--- src/rtl/ts_table_scheduler.sv ---
// ---------------------------------------------------------------------------
// ts_table_scheduler
//
// Decides when a PSI/SI table (PAT, PMT, SDT) goes into the T2-MI transport
// stream. Every INTERVAL T2-MI packets a table slot falls due. The packetizer
// sees TABLE_READY, accepts the slot with START, and the scheduler then
// kicks the table generator with TBL_GO and watches for TBL_DONE. If the
// generator does not finish within TIMEOUT cycles, the transmission is
// aborted. Either way the rotation moves on to the next table.
//
// Parameters
//   INTERVAL     T2-MI packets between table slots          (1..65535)
//   TIMEOUT      clock cycles allowed for one table          (2..65535)
//
// Optional feature
//   TS_SDT_TABLE_EN  when defined the rotation is PAT -> PMT -> SDT;
//                    otherwise it is PAT -> PMT and TBL_SEL never reads 2.
//
// Ports
//   CLK          clock, everything on the rising edge
//   RST          synchronous active-low reset
//   PKT_DONE     pulse, end of one T2-MI TS packet
//   START        pulse, packetizer accepts the pending table
//   TBL_DONE     pulse, table generator sent the last byte
//   TABLE_READY  high while a table slot is waiting for START
//   TABLE_SENT   pulse, granted table finished or aborted
//   TBL_GO       pulse, start the table generator
//   TBL_SEL      table index, 0=PAT 1=PMT 2=SDT
//   ERR_TIMEOUT  pulse, table transmission aborted by the watchdog
//   MISSED       saturating count of slots dropped while busy
//   state_mon    current FSM state (0 IDLE, 1 PENDING, 2 SEND, 3 WAIT_DONE)
// ---------------------------------------------------------------------------
module ts_table_scheduler #(
    parameter int unsigned INTERVAL = 16,
    parameter int unsigned TIMEOUT  = 4096
) (
    input  logic       CLK,
    input  logic       RST,
    input  logic       PKT_DONE,
    input  logic       START,
    input  logic       TBL_DONE,
    output logic       TABLE_READY,
    output logic       TABLE_SENT,
    output logic       TBL_GO,
    output logic [1:0] TBL_SEL,
    output logic       ERR_TIMEOUT,
    output logic [7:0] MISSED,
    output logic [1:0] state_mon
);

    typedef enum logic [1:0] {
        S_IDLE      = 2'd0,
        S_PENDING   = 2'd1,
        S_SEND      = 2'd2,
        S_WAIT_DONE = 2'd3
    } state_e;

    localparam logic [15:0] PKT_LAST = 16'(INTERVAL - 1);
    localparam logic [15:0] WD_LAST  = 16'(TIMEOUT - 1);
    localparam logic [7:0]  MISSED_MAX = 8'hFF;

`ifdef TS_SDT_TABLE_EN
    localparam logic [1:0] ROT_LAST = 2'd2;
`else
    localparam logic [1:0] ROT_LAST = 2'd1;
`endif

    state_e      state_q, state_d;
    logic [15:0] pkt_cnt_q, pkt_cnt_d;
    logic [15:0] wd_q, wd_d;
    logic [1:0]  rot_q, rot_d;
    logic [7:0]  missed_q, missed_d;

    logic slot_due;
    logic wd_expired;
    logic finish;
    logic abort;

    // -----------------------------------------------------------------------
    // Event decode shared by the FSM and the datapath.
    // -----------------------------------------------------------------------
    always_comb begin
        slot_due   = PKT_DONE && (pkt_cnt_q == PKT_LAST);
        wd_expired = (state_q == S_WAIT_DONE) && (wd_q == WD_LAST);
        // TBL_DONE wins over a simultaneous expiry: that is a clean finish.
        finish     = (state_q == S_WAIT_DONE) && (TBL_DONE || wd_expired);
        abort      = wd_expired && !TBL_DONE;
    end

    // -----------------------------------------------------------------------
    // State register
    // -----------------------------------------------------------------------
    // NOTE: the reset is sampled on the clock edge like any other input, so it
    // lives inside the clocked branch and no asynchronous term appears in the
    // sensitivity list.
    always_ff @(posedge CLK) begin
        if (!RST) begin
            state_q <= S_IDLE;
        end else begin
            // NOTE: flops are always assigned with <= so every register sees
            // the pre-edge value of every other register.
            state_q <= state_d;
        end
    end

    // -----------------------------------------------------------------------
    // Next-state logic
    // -----------------------------------------------------------------------
    always_comb begin
        // NOTE: default first, so no path through the case leaves state_d
        // unassigned and no latch is inferred.
        state_d = state_q;
        unique case (state_q)
            S_IDLE: begin
                if (slot_due) begin
                    state_d = S_PENDING;
                end
            end
            S_PENDING: begin
                if (START) begin
                    state_d = S_SEND;
                end
            end
            S_SEND: begin
                state_d = S_WAIT_DONE;
            end
            S_WAIT_DONE: begin
                // A slot arriving exactly as the table completes is not
                // a miss; it is queued straight away.
                if (finish) begin
                    state_d = slot_due ? S_PENDING : S_IDLE;
                end
            end
            default: begin
                state_d = S_IDLE;
            end
        endcase
    end

    // -----------------------------------------------------------------------
    // Datapath registers: packet counter, watchdog, rotation, miss counter.
    // -----------------------------------------------------------------------
    always_ff @(posedge CLK) begin
        if (!RST) begin
            pkt_cnt_q <= '0;
            wd_q      <= '0;
            rot_q     <= '0;
            missed_q  <= '0;
        end else begin
            pkt_cnt_q <= pkt_cnt_d;
            wd_q      <= wd_d;
            rot_q     <= rot_d;
            missed_q  <= missed_d;
        end
    end

    always_comb begin
        pkt_cnt_d = pkt_cnt_q;
        wd_d      = wd_q;
        rot_d     = rot_q;
        missed_d  = missed_q;

        // Packets are counted regardless of state or transition.
        if (PKT_DONE) begin
            pkt_cnt_d = slot_due ? 16'd0 : pkt_cnt_q + 16'd1;
        end

        // Watchdog restarts at the go pulse and runs only while waiting.
        // It can never pass WD_LAST because expiry leaves WAIT_DONE.
        if (state_q == S_SEND) begin
            wd_d = 16'd0;
        end else if (state_q == S_WAIT_DONE) begin
            wd_d = wd_q + 16'd1;
        end

        if (finish) begin
            rot_d = (rot_q == ROT_LAST) ? 2'd0 : rot_q + 2'd1;
        end

        // Only one slot is ever queued; further slots are dropped and
        // counted, except the one that lands on the completion cycle.
        if (slot_due && (state_q != S_IDLE) && !finish &&
            (missed_q != MISSED_MAX)) begin
            missed_d = missed_q + 8'd1;
        end
    end

    // -----------------------------------------------------------------------
    // Outputs. Pulses are masked while RST is low so a reset in the middle
    // of a transmission abandons it without a completion or error pulse.
    // -----------------------------------------------------------------------
    always_comb begin
        TABLE_READY = (state_q == S_PENDING);
        TBL_GO      = RST && (state_q == S_SEND);
        TABLE_SENT  = RST && finish;
        ERR_TIMEOUT = RST && abort;
        TBL_SEL     = rot_q;
        MISSED      = missed_q;
        state_mon   = state_q;
    end

`ifndef SYNTHESIS
    a_err_has_sent : assert property (@(posedge CLK) disable iff (!RST)
        ERR_TIMEOUT |-> TABLE_SENT);

    a_sel_range : assert property (@(posedge CLK) disable iff (!RST)
        TBL_SEL <= ROT_LAST);

    a_go_single : assert property (@(posedge CLK) disable iff (!RST)
        TBL_GO |=> !TBL_GO);
`endif

endmodule

--- config.mk ---
export PLATFORM = sky130hd
export DESIGN_NAME = ts_table_scheduler
export DESIGN_NICKNAME = d
export VERILOG_FILES = /design/src/rtl/ts_table_scheduler.sv
export SDC_FILE = /design/constraint.sdc
export NUM_CORES = 1
export LEC_CHECK = 0
export ABC_AREA = 1
export CAP_MARGIN = 15
export CORE_MARGIN = 4
export CORE_UTILIZATION = 35
export CTS_CLUSTER_SIZE = 20
export DETAILED_ROUTE_END_ITERATION = 10
export PLACE_DENSITY = 0.5
export REMOVE_ABC_BUFFERS = 1
export SYNTH_ARGS = -nofsm -noshare
export SYNTH_HDL_FRONTEND = slang
export SYNTH_SLANG_ARGS = --single-unit
--- constraint.sdc ---
create_clock -name CLK -period 1.6 [get_ports CLK]
set_input_delay 0.32 -clock CLK [delete_from_list [all_inputs] [get_ports CLK]]
set_output_delay 0.32 -clock CLK [all_outputs]
set_load 0.03 [all_outputs]
# Yosys cells after proc, flatten, opt, wreduce, memory -nomap -nowiden

Index checks and enable logic that the tools add are counted.

Word-level logic and storage cells: 44
Input bits: 5
Register bits after elaboration: 44
Output and inout port bits: 16

Reductions and logical operators: 17
Eq/ne operators: 10
Mux-type cells: 7
Bitwise gates (word level): 1
Add/sub/neg operators: 4

Operator list:

| cell                                                   | count |
|---|---|
| adder 16 x 1 -> 16 bit (second input constant)         | 2 |
| equality test 16 x 12 -> 1 bit (second input constant) | 1 |
| equality test 16 x 4 -> 1 bit (second input constant)  | 1 |
| 2-to-1 mux 16 bit                                      | 1 |
| logical AND 1 bit                                      | 10 |
| adder 8 x 1 -> 8 bit (second input constant)           | 1 |
| 2-to-1 mux 2 bit                                       | 4 |
| != test 8 bit (second input constant)                  | 1 |
| case mux 2 bit (4 select lines)                        | 1 |
| != test 2 bit (second input constant)                  | 3 |
| equality test 2 x 1 -> 1 bit (second input constant)   | 2 |
| equality test 2 bit (second input constant)            | 2 |
| AND reduction 3 bit                                    | 1 |
| adder 2 x 1 -> 2 bit (second input constant)           | 1 |
| zero test 1 bit                                        | 2 |
| zero test 2 bit                                        | 1 |
| nonzero test 2 bit                                     | 1 |
| OR reduction 2 bit                                     | 1 |
| logical OR 1 bit                                       | 1 |
| 2-to-1 mux 1 bit                                       | 1 |
| NOT 1 bit                                              | 1 |

# Longest topological paths before layout

Depth after elaboration: 7
Mapped depth: 11
Mapped depth without buffers: 11

# Worst setup path after synthesis

Ideal clock, no wire load.

Path type: flip-flop to output port
Start point: reg state_q[1], in the netlist state_mon[1]
End point: out TABLE_SENT
Arrival: 1.748 ns
Buffers on the path: 1
Cell stages (with the launch flop): 9
Data required time: 1.280 ns
Slack: -0.468 ns
Path through: dfxtp_1 ha_1 nand2_1 nor2_1 nand3_2 nand2_2 nand2_4 buf_6 nor2_1

Cells in the longest elaborated chain, start to end: 5

RTL lines:

| item                    | line   | RTL |
|---|---|---|
| from (decl)             | 68     | `state_e state_q, state_d;` |
| from (signal assigned)  | 102    | `state_q <= state_d;` |
| equality test 2 bit (*) | 84, 86 |  |
| logical AND 1 bit       | 84     | `wd_expired = (state_q == S_WAIT_DONE) && (wd_q == WD_LAST);` |
| logical OR 1 bit        | 86     | `finish = (state_q == S_WAIT_DONE) && (TBL_DONE \|\| wd_expired);` |
| logical AND 1 bit (*)   | 86     |  |
| logical AND 1 bit (*)   | 195    | `TABLE_SENT = RST && finish;` |
| to (decl)               | 43     | `output logic TABLE_SENT,` |

Mark *: on every way between the ends. The rest lies on a longest branch, timed or not.

# Worst setup path after layout

Start point: reg wd_q[1]
End point: out TABLE_SENT

Cells in the longest elaborated chain, start to end: 5

RTL lines:

| item                           | line | RTL |
|---|---|---|
| from (decl)                    | 70   | `logic [15:0] wd_q, wd_d;` |
| from (signal assigned)         | 151  | `wd_q <= wd_d;` |
| equality test 16 x 12 -> 1 bit | 84   |  |
| logical AND 1 bit              | 84   |  |
| logical OR 1 bit               | 86   |  |
| logical AND 1 bit              | 86   |  |
| logical AND 1 bit              | 195  |  |

Every way passes these cells.

==> impl_table.tex <==
\begin{tabular}{lr}
\hline
Metric & Value \\
\hline
\multicolumn{2}{l}{\textbf{Power}} \\
Peak ir drop on the vdd network & 492 uV \\
Power per Cell Area & 788 mW/mm2 \\
Pleak & 0.00157 uW \\
\multicolumn{2}{l}{\textbf{Worst setup path}} \\
Critical path data arrival time & 1.50 ns \\
CP startpoint kind & flip-flop \\
Most repeated library cell on the critical path & sky130\_fd\_sc\_hd\_\_nor2\_4 \\
Data required time at the worst endpoint & 1.28 ns \\
Maximum fanout along the worst path & 3 \\
Category of the critical setup timing path & flip-flop to primary output \\
Kind of end point of the critical path & primary output \\
Crit path max-delay cell type & sky130\_fd\_sc\_hd\_\_dfxtp\_2 \\
Critical-path cell list & ha\_4 > nand3\_4 > nor2\_4 > nand3\_2 > nand2\_2 > nand2\_4 > nor2\_4 > buf\_6 \\
Largest stage delay on the critical path & 0.36 ns \\
\multicolumn{2}{l}{\textbf{Final layout}} \\
Final core utilization & 52.9\% \\
Number of inserted filler cells in the final layout & 655 \\
Antenna diode count & 0 \\
Area growth, synth to finish & 46.4\% \\
Number of nets in the layout & 463 \\
Ratio of cells with drive above 1 in the final layout & 32.7\% \\
\multicolumn{2}{l}{\textbf{Clock network}} \\
CTS Buf Count & 5 \\
Clock insertion delay at the later pin of the skew report & 0.31 ns \\
Clock tree from TritonCTS & yes \\
Maximum buffer depth of the clock tree & 2 \\
Hold buffer count at cts & 0 \\
Sinks on the clock net & 44 \\
Clk pin slew, worst setup/hold paths & 0.10 ns \\
Number of levels in the clock H-tree & 2 \\
Clk Tree Root Cell & sky130\_fd\_sc\_hd\_\_clkbuf\_8 \\
\multicolumn{2}{l}{\textbf{Yosys}} \\
Adder and majority gate portion of the synthesized area & 3.56\% \\
Mux contribution to synthesized area & 0\% \\
Fraction of the mapped netlist area in simple logic gates & 39.2\% \\
Portion of the post-synthesis area used by sequential elements & 35.8\% \\
Largest area contributor in the netlist & sky130\_fd\_sc\_hd\_\_dfxtp\_1 \\
Unique cell type count in the Yosys netlist & 35 \\
Main combinational cell family by area after synthesis & simple AND/OR/NAND/NOR gates \\
Count of flip-flops with a built-in enable after synthesis & 0 \\
Proportion of synthesized flip-flops having asynchronous set or reset & 0\% \\
Area share of the leading cell type in the synthesized netlist & 35.8\% \\
Yosys warns & 0 \\
Dominant cells by area after synthesis & sky130\_fd\_sc\_hd\_\_dfxtp\_1 36\%, sky130\_fd\_sc\_hd\_\_nand2\_1 11\%, sky130\_fd\_sc\_hd\_\_nor2\_1 10\% \\
Avg Cell Area, Syn & 6.71 um2 \\
Count of state elements after synthesis & 44 \\
Complex-gate fraction of the synthesized area & 8.25\% \\
Summed instance area of the synthesized netlist & 0.00246 mm2 \\
Xor/xnor share of the synthesized area & 2.49\% \\
Synthesized instance count & 366 \\
Most used flip-flop cell after synthesis & sky130\_fd\_sc\_hd\_\_dfxtp\_1 \\
\multicolumn{2}{l}{\textbf{Timing}} \\
Clock Skew & 0.0166 ns \\
Final Hold Violating Endpoints & 0 \\
Worst max-slew margin expressed relative to the limit & 70.5\% \\
Worst-Margin Slew & 0.442 ns \\
Fmax & 0.549 GHz \\
Min Tclk post-route & 1.82 ns \\
Final setup slack of the worst path & -0.222 ns \\
Finish-stage setup viols & 7 \\
Sum Neg Setup Slack & -0.649 ns \\
Unrepaired setup endpoints after global routing & true \\
Count of final max-slew check failures & 0 \\
Final Cycle Share & 114\% \\
\multicolumn{2}{l}{\textbf{Run status}} \\
Failing checks & setup timing \\
Status & finished with violations \\
\multicolumn{2}{l}{\textbf{Route}} \\
Routed via count divided by cell count & 4.62 \\
Total number of vias & 2,534 \\
Count of TritonRoute iterations in the first routing pass & 4 \\
Number of antenna-violating nets in the routed design & 0 \\
DRC violation count after routing & 0 \\
Routed metal-1 wire length & 3170 um \\
Wire length reported by the detailed router & 6180 um \\
Number of design-rule violations left by the first detailed-router iteration & 91 \\
Routed wirelength normalized by instance count & 11.3 um \\
Detailed route wirelength on metal3 & 196 um \\
Highest routed layer & met4 \\
Routed wl met2 & 2750 um \\
\multicolumn{2}{l}{\textbf{Global routing}} \\
GRT Total Usage & 15.4\% \\
First-pass GRT wire length & 10,700 um \\
Grt ovf & 0 \\
Antenna violations before repair & 0 \\
Number of global-route vias before repair & 2,357 \\
Largest net degree at the start of global routing & 17 \\
\multicolumn{2}{l}{\textbf{Floorplanning}} \\
FP Rows & 30 \\
Area enclosed by the die boundary & 0.00843 mm2 \\
Top-level port count & 21 \\
Total core area & 0.00679 mm2 \\
X dimension of the die & 91.8 um \\
Die height & 91.8 um \\
Initial Util & 36.2\% \\
\multicolumn{2}{l}{\textbf{Worst hold path}} \\
Path category of the worst min-delay check & flip-flop to flip-flop \\
\multicolumn{2}{l}{\textbf{Placement}} \\
Placer's final routability congestion estimate & 0.846 \\
Post-detail-place hpwl & 4510 um \\
Count of buffers from port buffering & 20 \\
\multicolumn{2}{l}{\textbf{Job}} \\
Number of max-cap violations & 0 \\
\hline
\end{tabular}
[layout make-up]
class,instances,area (um2),share of cell area (%)
Multi-Input combinational cell,260,1550,43.0
Sequential cell,44,896,24.9
Timing Repair Buffer,84,699,19.4
Inverter,56,218,6.05
Tap cell,96,120,3.34
Clock buffer,5,68.8,1.91
Clock inverter,3,47.5,1.32
[critical path, delay by kind of cell, from the launching register on]
kind	cells	cell delay [ns]
flip-flops	1	0.36
adder cells (fa/ha/maj)	1	0.16
AND/OR/NAND/NOR	6	0.56
buffers and inverters	1	0.14
[kinds of logic (layout without fill, tap and decap cells)]
family                   after synthesis  after routing
AND/OR/NAND/NOR                      209            210
flip-flops                            44             44
AO/OA/AOI/OAI                         36             36
XOR/XNOR                               7              7
buffers and inverters                 63            148
adder cells (fa/ha/maj)                7              7
[synth_stat cells (2+ instances only)]
cell                       instances
sky130_fd_sc_hd__a211oi_1          2
sky130_fd_sc_hd__nor2_2            7
sky130_fd_sc_hd__nor3_1           14
sky130_fd_sc_hd__nor4_1            2
sky130_fd_sc_hd__nand4_1          14
sky130_fd_sc_hd__nand2_1          72
sky130_fd_sc_hd__a21oi_1          17
sky130_fd_sc_hd__ha_1              7
sky130_fd_sc_hd__inv_2             3
sky130_fd_sc_hd__xnor2_1           2
sky130_fd_sc_hd__nor2_1           66
sky130_fd_sc_hd__xor2_1            5
sky130_fd_sc_hd__inv_1            53
sky130_fd_sc_hd__dfxtp_1          44
sky130_fd_sc_hd__nand3_1          23
sky130_fd_sc_hd__nand3_2           2
sky130_fd_sc_hd__o21a_1            3
sky130_fd_sc_hd__o21ai_0          10
sky130_fd_sc_hd__buf_4             4
[cells in the final DEF (no fill, tap or decap), types with 4 or more instances in the layout]
master / netlist / final
sky130_fd_sc_hd__o21ai_0: 10 / 6
sky130_fd_sc_hd__o21ai_1: 0 / 4
sky130_fd_sc_hd__nand2_2: 1 / 4
sky130_fd_sc_hd__xor2_1: 5 / 5
sky130_fd_sc_hd__inv_2: 3 / 7
sky130_fd_sc_hd__nand3_1: 23 / 20
sky130_fd_sc_hd__nor3_2: 1 / 5
sky130_fd_sc_hd__dfxtp_1: 44 / 32
sky130_fd_sc_hd__nand2_1: 72 / 67
sky130_fd_sc_hd__nor2_4: 1 / 6
sky130_fd_sc_hd__ha_4: 0 / 5
sky130_fd_sc_hd__inv_1: 53 / 48
sky130_fd_sc_hd__buf_4: 4 / 60
sky130_fd_sc_hd__dlygate4sd2_1: 0 / 10
sky130_fd_sc_hd__nor2_2: 7 / 13
sky130_fd_sc_hd__dfxtp_2: 0 / 12
sky130_fd_sc_hd__nand4_1: 14 / 14
sky130_fd_sc_hd__a21oi_1: 17 / 15
sky130_fd_sc_hd__nor2_1: 66 / 56
sky130_fd_sc_hd__nor3_1: 14 / 10
sky130_fd_sc_hd__buf_6: 1 / 7
sky130_fd_sc_hd__clkbuf_8: 0 / 5
[final timing paths]
| check | from | endpoint | slack (ns) | cells after the start |
|---|---|---|---|---|
| worst min-delay path | TBL_SEL[1] | TBL_SEL[1] | 0.43 | 2 |
| worst max-delay path | wd_q[1] | TABLE_SENT | -0.22 | 8 |
| worst min register to register | TBL_SEL[1] | TBL_SEL[1] | 0.43 | 2 |
| worst max register to register | wd_q[1] | wd_q[12] | -0.14 | 12 |
[where the power goes]
group | total (uW) | internal [uW] | switching (uW)
Combinational | 793 | 333 | 459
Sequential | 1160 | 1130 | 28.6
Clock | 881 | 471 | 411
Total | 2830 | 1930 | 899
[what timing repair did]
| action | in CTS | in global routing |
|---|---|---|
| gates cloned | 0 | 1 |
| setup endpoints to repair | 30 | 35 |
| setup buffers | 9 | 11 |
| resized for setup | 44 | 51 |
| pin swaps | 9 | 18 |
[per-layer routing]
metal | GRT usage (%) | vias up
li1 | - | 1340
met1 | 21.5 | 1156
met2 | 24.2 | 33
met3 | 2.38 | 5
met4 | 4.83 | 0
met5 | 0 | -
[stage by stage]
stage	std cells	total power [uW]	area (um2)	worst slack, ns	hold WS [ns]
global placement	525	1780	3100	-0.211	0.417
floorplan	359	1530	2410	-0.683	0.440
finish	548	2830	3600	-0.222	0.428
detailed placement	525	1790	3100	-0.236	0.421
CTS	542	2780	3390	-0.248	0.434
global route	548	3000	3600	-0.302	0.447
[registers in the layout, summed over array words and instances, names as in the netlist]
signal     count
MISSED         8
pkt_cnt_q     16
state_mon      2
TBL_SEL        2
wd_q          16
(Power assumes the default switching activity.)
